## src/rtl/uart_pkg.sv

```systemverilog
// Shared constants for the FIFO-draining UART transmitter.
// Includes the state encoding, the default bit period and the idle line level.
package uart_pkg;

    localparam logic [2:0] ST_IDLE  = 3'd0;
    localparam logic [2:0] ST_FETCH = 3'd1;
    localparam logic [2:0] ST_LOAD  = 3'd2;
    localparam logic [2:0] ST_START = 3'd3;
    localparam logic [2:0] ST_DATA  = 3'd4;
    localparam logic [2:0] ST_STOP  = 3'd5;

    localparam int DEFAULT_CLKS_PER_BIT = 16;

    localparam logic LINE_IDLE = 1'b1;

endpackage

```

## src/rtl/fifo_uart_tx_if.sv

```systemverilog
// FIFO-side handshake and serial-line signals of the transmitter.
// The slave modport is the transmitter; the master modport is its environment.
interface fifo_uart_tx_if #(
    parameter int WIDTH = 8
);

    logic             enable;
    logic             fifo_empty;
    logic             fifo_rd;
    logic [WIDTH-1:0] fifo_data;
    logic             tx;
    logic             busy;
    logic             frame_done;

    modport master (
        output enable,
        output fifo_empty,
        output fifo_data,
        input  fifo_rd,
        input  tx,
        input  busy,
        input  frame_done
    );

    modport slave (
        input  enable,
        input  fifo_empty,
        input  fifo_data,
        output fifo_rd,
        output tx,
        output busy,
        output frame_done
    );

endinterface

```

## src/rtl/uart_baud_counter.sv

```systemverilog
// Bit-period counter: counts 0..CLKS_PER_BIT-1 and ticks on the last count.
// It restarts at zero after a tick and whenever clear is asserted.
module uart_baud_counter
    import uart_pkg::*;
#(
    parameter int CLKS_PER_BIT = DEFAULT_CLKS_PER_BIT
) (
    input  logic clk,
    input  logic reset,
    input  logic clear,
    output logic tick
);

    localparam int               CNT_W   = (CLKS_PER_BIT > 1) ? $clog2(CLKS_PER_BIT) : 1;
    localparam logic [CNT_W-1:0] CNT_MAX = CNT_W'(CLKS_PER_BIT - 1);

    logic [CNT_W-1:0] cnt_q;
    logic [CNT_W-1:0] cnt_d;

    assign tick = (cnt_q == CNT_MAX);

    always_comb begin
        cnt_d = cnt_q + 1'b1;
        if (clear || tick) begin
            cnt_d = '0;
        end
    end

    always_ff @(posedge clk or posedge reset) begin
        if (reset) begin
            cnt_q <= '0;
        end else begin
            cnt_q <= cnt_d;
        end
    end

endmodule

```

## src/rtl/fifo_uart_tx.sv

```systemverilog
// UART transmitter that pops one word per frame from an upstream synchronous FIFO.
// Each word is sent LSB first, framed by one start bit and one stop bit.
module fifo_uart_tx
    import uart_pkg::*;
#(
    parameter int WIDTH        = 8,
    parameter int CLKS_PER_BIT = DEFAULT_CLKS_PER_BIT
) (
    input  logic           clk,
    input  logic           reset,
    fifo_uart_tx_if.slave  bus
);

    localparam int               BIT_W    = (WIDTH > 1) ? $clog2(WIDTH) : 1;
    localparam logic [BIT_W-1:0] LAST_BIT = BIT_W'(WIDTH - 1);

    logic [2:0]       state_q, state_d;
    logic [WIDTH-1:0] shift_q, shift_d;
    logic [BIT_W-1:0] bit_q, bit_d;
    logic             tx_q, tx_d;
    logic             rd_q, rd_d;
    logic             busy_q, busy_d;
    logic             done_q, done_d;
    logic             baud_clear;
    logic             baud_tick;

    uart_baud_counter #(
        .CLKS_PER_BIT (CLKS_PER_BIT)
    ) u_baud (
        .clk   (clk),
        .reset (reset),
        .clear (baud_clear),
        .tick  (baud_tick)
    );

    // Outputs are computed for the next state so tx and fifo_rd come straight from flops.
    always_comb begin
        state_d = state_q;
        shift_d = shift_q;
        bit_d   = bit_q;
        tx_d    = tx_q;
        rd_d    = 1'b0;
        done_d  = 1'b0;
        case (state_q)
            ST_IDLE: begin
                tx_d = LINE_IDLE;
                if (bus.enable && !bus.fifo_empty) begin
                    state_d = ST_FETCH;
                    rd_d    = 1'b1;
                end
            end
            ST_FETCH: begin
                state_d = ST_LOAD;
            end
            ST_LOAD: begin
                shift_d = bus.fifo_data;
                bit_d   = '0;
                tx_d    = 1'b0;
                state_d = ST_START;
            end
            ST_START: begin
                if (baud_tick) begin
                    tx_d    = shift_q[0];
                    state_d = ST_DATA;
                end
            end
            ST_DATA: begin
                if (baud_tick) begin
                    if (bit_q == LAST_BIT) begin
                        tx_d    = LINE_IDLE;
                        state_d = ST_STOP;
                    end else begin
                        bit_d   = bit_q + 1'b1;
                        shift_d = shift_q >> 1;
                        tx_d    = shift_d[0];
                    end
                end
            end
            ST_STOP: begin
                if (baud_tick) begin
                    done_d  = 1'b1;
                    state_d = ST_IDLE;
                end
            end
            default: begin
                tx_d    = LINE_IDLE;
                state_d = ST_IDLE;
            end
        endcase
        busy_d = (state_d != ST_IDLE);
    end

    // Held clear outside the timed states so START always begins a full bit period.
    assign baud_clear = (state_q == ST_IDLE) || (state_q == ST_FETCH) ||
                        (state_q == ST_LOAD) || (state_d != state_q);

    always_ff @(posedge clk or posedge reset) begin
        if (reset) begin
            state_q <= ST_IDLE;
            shift_q <= '0;
            bit_q   <= '0;
            tx_q    <= LINE_IDLE;
            rd_q    <= 1'b0;
            busy_q  <= 1'b0;
            done_q  <= 1'b0;
        end else begin
            state_q <= state_d;
            shift_q <= shift_d;
            bit_q   <= bit_d;
            tx_q    <= tx_d;
            rd_q    <= rd_d;
            busy_q  <= busy_d;
            done_q  <= done_d;
        end
    end

    assign bus.fifo_rd    = rd_q;
    assign bus.tx         = tx_q;
    assign bus.busy       = busy_q;
    assign bus.frame_done = done_q;

endmodule

```

## src/flat_wrapper.sv

```systemverilog
// flat-port wrapper written by rule: the top's interface ports become plain ports
module fifo_uart_tx_flat import uart_pkg::*;
#(
    parameter int WIDTH        = 8,
    parameter int CLKS_PER_BIT = DEFAULT_CLKS_PER_BIT
)
  (clk, reset, bus_enable, bus_fifo_empty, bus_fifo_data, bus_fifo_rd, bus_tx, bus_busy, bus_frame_done);
  fifo_uart_tx_if #(.WIDTH(WIDTH)) bus_i ();
  input  logic clk;
  input  logic reset;
  input wire logic [$bits(bus_i.enable)-1:0] bus_enable;
  input wire logic [$bits(bus_i.fifo_empty)-1:0] bus_fifo_empty;
  input wire logic [$bits(bus_i.fifo_data)-1:0] bus_fifo_data;
  output wire logic [$bits(bus_i.fifo_rd)-1:0] bus_fifo_rd;
  output wire logic [$bits(bus_i.tx)-1:0] bus_tx;
  output wire logic [$bits(bus_i.busy)-1:0] bus_busy;
  output wire logic [$bits(bus_i.frame_done)-1:0] bus_frame_done;
  assign bus_i.enable = bus_enable;
  assign bus_i.fifo_empty = bus_fifo_empty;
  assign bus_i.fifo_data = bus_fifo_data;
  assign bus_fifo_rd = bus_i.fifo_rd;
  assign bus_tx = bus_i.tx;
  assign bus_busy = bus_i.busy;
  assign bus_frame_done = bus_i.frame_done;
  fifo_uart_tx #(.WIDTH(WIDTH), .CLKS_PER_BIT(CLKS_PER_BIT)) u_core (.clk(clk), .reset(reset), .bus(bus_i));
endmodule
```

## config.mk

```make
export PLATFORM = sky130hd
export DESIGN_NAME = fifo_uart_tx_flat
export DESIGN_NICKNAME = d
export VERILOG_FILES = /design/src/rtl/uart_pkg.sv /design/src/rtl/fifo_uart_tx_if.sv /design/src/rtl/uart_baud_counter.sv /design/src/rtl/fifo_uart_tx.sv /design/src/flat_wrapper.sv
export SDC_FILE = /design/constraint.sdc
export NUM_CORES = 1
export LEC_CHECK = 0
export ABC_AREA = 1
export BUFFER_PORTS_ARGS = -buffer_cell sky130_fd_sc_hd__buf_4
export CORE_ASPECT_RATIO = 1.25
export CORE_MARGIN = 2
export CORE_UTILIZATION = 35
export DETAILED_ROUTE_END_ITERATION = 6
export PLACE_DENSITY = 0.59
export REMOVE_ABC_BUFFERS = 1
export SLEW_MARGIN = 20
export SYNTH_ARGS = -nofsm -noshare
export SYNTH_HDL_FRONTEND = slang
export SYNTH_SLANG_ARGS = --single-unit
```

## constraint.sdc

```tcl
create_clock -name clk -period 1.8 [get_ports clk]
set_input_delay 0.09 -clock clk [delete_from_list [all_inputs] [get_ports clk]]
set_output_delay 0.09 -clock clk [all_outputs]
set_load 0.02 [all_outputs]
```

==> impl_metrics.ini <==
[worst_setup_path]
max_stage_delay_ps = 410
crit_type = register to register
critPathSlowestCell = dfrtp_1
worstPathRequired_ps = 1960
path_buf_inv = 0
crit_path_max_fanout = 11
cp_top_family = simple AND/OR/NAND/NOR gates
path_cells = ha_1 -> ha_1 -> nand3_1 -> nand3_2 -> nand2_1 -> nand2_1
worst_ep_arrival_time_ps = 1680
crit_path_end_kind = register
start_kind = register

[route]
drt-initial-drc-count = 38
highest_layer = met4
firstDrtPassIters = 4
drt-met1-wl_um = 985
met3_length_um = 89
ant_nets = 0
vias = 959
routed_wl_mm = 2.23
drc = 0
post_drt_wl_per_cell_um = 11.0
wl_met2_mm = 1.08
routed_via_density = 4.75

[global_route]
overflow = 0
grt_pass1_vias = 972
antenna_found_initial = 0
grt_max_degree = 23
grt_pass1_wl_mm = 4.09
grtUsageTotal_pct = 13.0

[synthesis]
ys_dominant_reg_cell = dfrtp_1
ys_async_sr_fraction_pct = 100
synthTopCellsByCount = nand2_1, dfrtp_1, inv_1
yosys-top-cells-area = dfrtp_1, nand2_1, nand3_1
synth-seq-cells = 22
synth_edf_count = 0
synth_top_area_share_pct = 43.7
syn_area_sq_um = 1200
yosysWarnings = 0
yosysTopAreaCell = dfrtp_1
yosysMostFrequentCell = nand2_1
ys_seq_area_share_pct = 45.8
syn_inst = 146
avgSynthCellArea_sq_um = 8.24
ys_types = 20

[timing]
drv_slew = 0
period_needed_ps = 1520
worst_slack_ps = 277
rsz0062_at_grt = no
clock_skew_ps = 1.52
setup_viol = 0
whs_ps = 45.6
setup_tns_ps = 0
min_period_over_period_pct = 84.6
worst_pin_slew_ps = 434
clock.fmax_mhz = 657
max_slew_margin_pct = 70.7
hold_violations = 0

[place]
io_buffers = 15
pre_cts_slack_ps = 284
hpwl_mm = 1.68
place_congestion = 0.821

[clocking]
cts-root-buf = clkbuf_8
post-cts-setup-buffers = 0
clockBufferDepth = 2
htree_levels = 1
cts-buffers-inserted = 3
cts_resized = 0
cts.clk_slew.worst_paths_ps = 80
clock_latency_ps = 260
cts_tree = yes
cts_hold_buf = 1
clock_sinks = 22

[die]
boundaryPins = 16
die_h_um = 69.6
fp-row-count = 23
die-area_sq_um = 3930
initial_core_util_pct = 37.0
core_sq_um = 3250
die_w_um = 56.5

[power_and_ir_drop]
ir_drop_uv = 394
leakage_uw = 0.000771
power_density_nw_per_um2 = 650
total_power_uw = 913

[finish]
nets = 181
num-fill-cells = 326
diodes = 0
drive_gt1_share_pct = 23.0
area_growth_pct = 16.7

[run]
cap_violations = 0

[outcome]
status = completed

[worst_hold_path]
hold_path_class = input pin to register
## layout make-up
type / count / area (sq um) / share of cell area [%]
inverters: 13 / 48.8 / 3.47
well taps: 37 / 46.3 / 3.29
flip-flops and latches: 22 / 552 / 39.3
repair buffers: 18 / 138 / 9.80
clock buffers: 4 / 55.1 / 3.92
multi-input cells: 108 / 566 / 40.2
## through the flow
stage	instances	util [%]	area, sq um
6_report	202	43.2	1410
5_1_grt	202	43.2	1410
4_1_cts	202	43.2	1410
3_5_place_dp	197	41.2	1340
3_3_place_gp	197	41.2	1340
2_1_floorplan	143	-	1170
## sequential cells by signal, indices dropped and copies added (netlist names)
name,cells
u_core.bus.frame_done,1
u_core.u_baud.cnt_q,4
u_core.bus.busy,1
u_core.shift_q,8
u_core.bus.fifo_rd,1
u_core.state_q,3
u_core.bus.tx,1
u_core.bit_q,3
## cell usage in the layout (no fill, tap or decap), types with 2 or more instances in the layout
master / synthesis / routed
clkbuf_8: 0 / 4
o21ai_0: 4 / 4
nor2_1: 10 / 10
nand2_2: 4 / 4
ha_1: 3 / 3
inv_2: 2 / 2
nand3_1: 10 / 10
dfrtp_1: 21 / 21
nor2_4: 2 / 2
inv_1: 11 / 11
nor2_8: 2 / 2
nand4_1: 3 / 3
nand2_4: 2 / 2
nand2_1: 61 / 61
buf_4: 0 / 17
nand3_2: 4 / 4
## final timing paths
| path | from | endpoint | slack [ps] | depth (start not counted) |
|---|---|---|---|---|
| max | u_core.bit_q[0] | u_core.shift_q[4] | 280 | 6 |
| min | bus_fifo_data[7] | u_core.shift_q[7] | 50 | 3 |
| max reg2reg | u_core.bit_q[0] | u_core.shift_q[4] | 280 | 6 |
| min reg2reg | u_core.u_baud.cnt_q[0] | u_core.u_baud.cnt_q[0] | 460 | 1 |
| max in group asynchronous | reset | u_core.bus.tx | 1110 | 4 |
| min in group asynchronous | reset | u_core.u_baud.cnt_q[1] | 410 | 4 |
## power breakdown
| part | internal (uW) | switching [uW] |
|---|---|---|
| clock network | 195 | 160 |
| logic | 26.0 | 23.6 |
| registers | 504 | 5.13 |
## metal layers
layer	vias up	GRT usage, %
met2	21	21.6
met1	436	15.3
li1	493	-
met5	-	0
met4	0	7.41
met3	9	2.43
## worst register-to-register path, delay by kind of cell, from the launching register on
family / cells / cell delay, ps
adders and majority gates: 2 / 400
DFF: 1 / 410
and+or+nand+nor: 4 / 620
## kinds of logic after synthesis
logic type | share of synthesized area, %
adders and majority gates | 3.12
DFF | 45.8
xor gates and xnor gates | 1.46
AOI/OAI and AO/OA | 1.66
buffers and inverters | 7.17
and+or+nand+nor | 40.7
No activity file was read; power rests on OpenSTA's default activity.
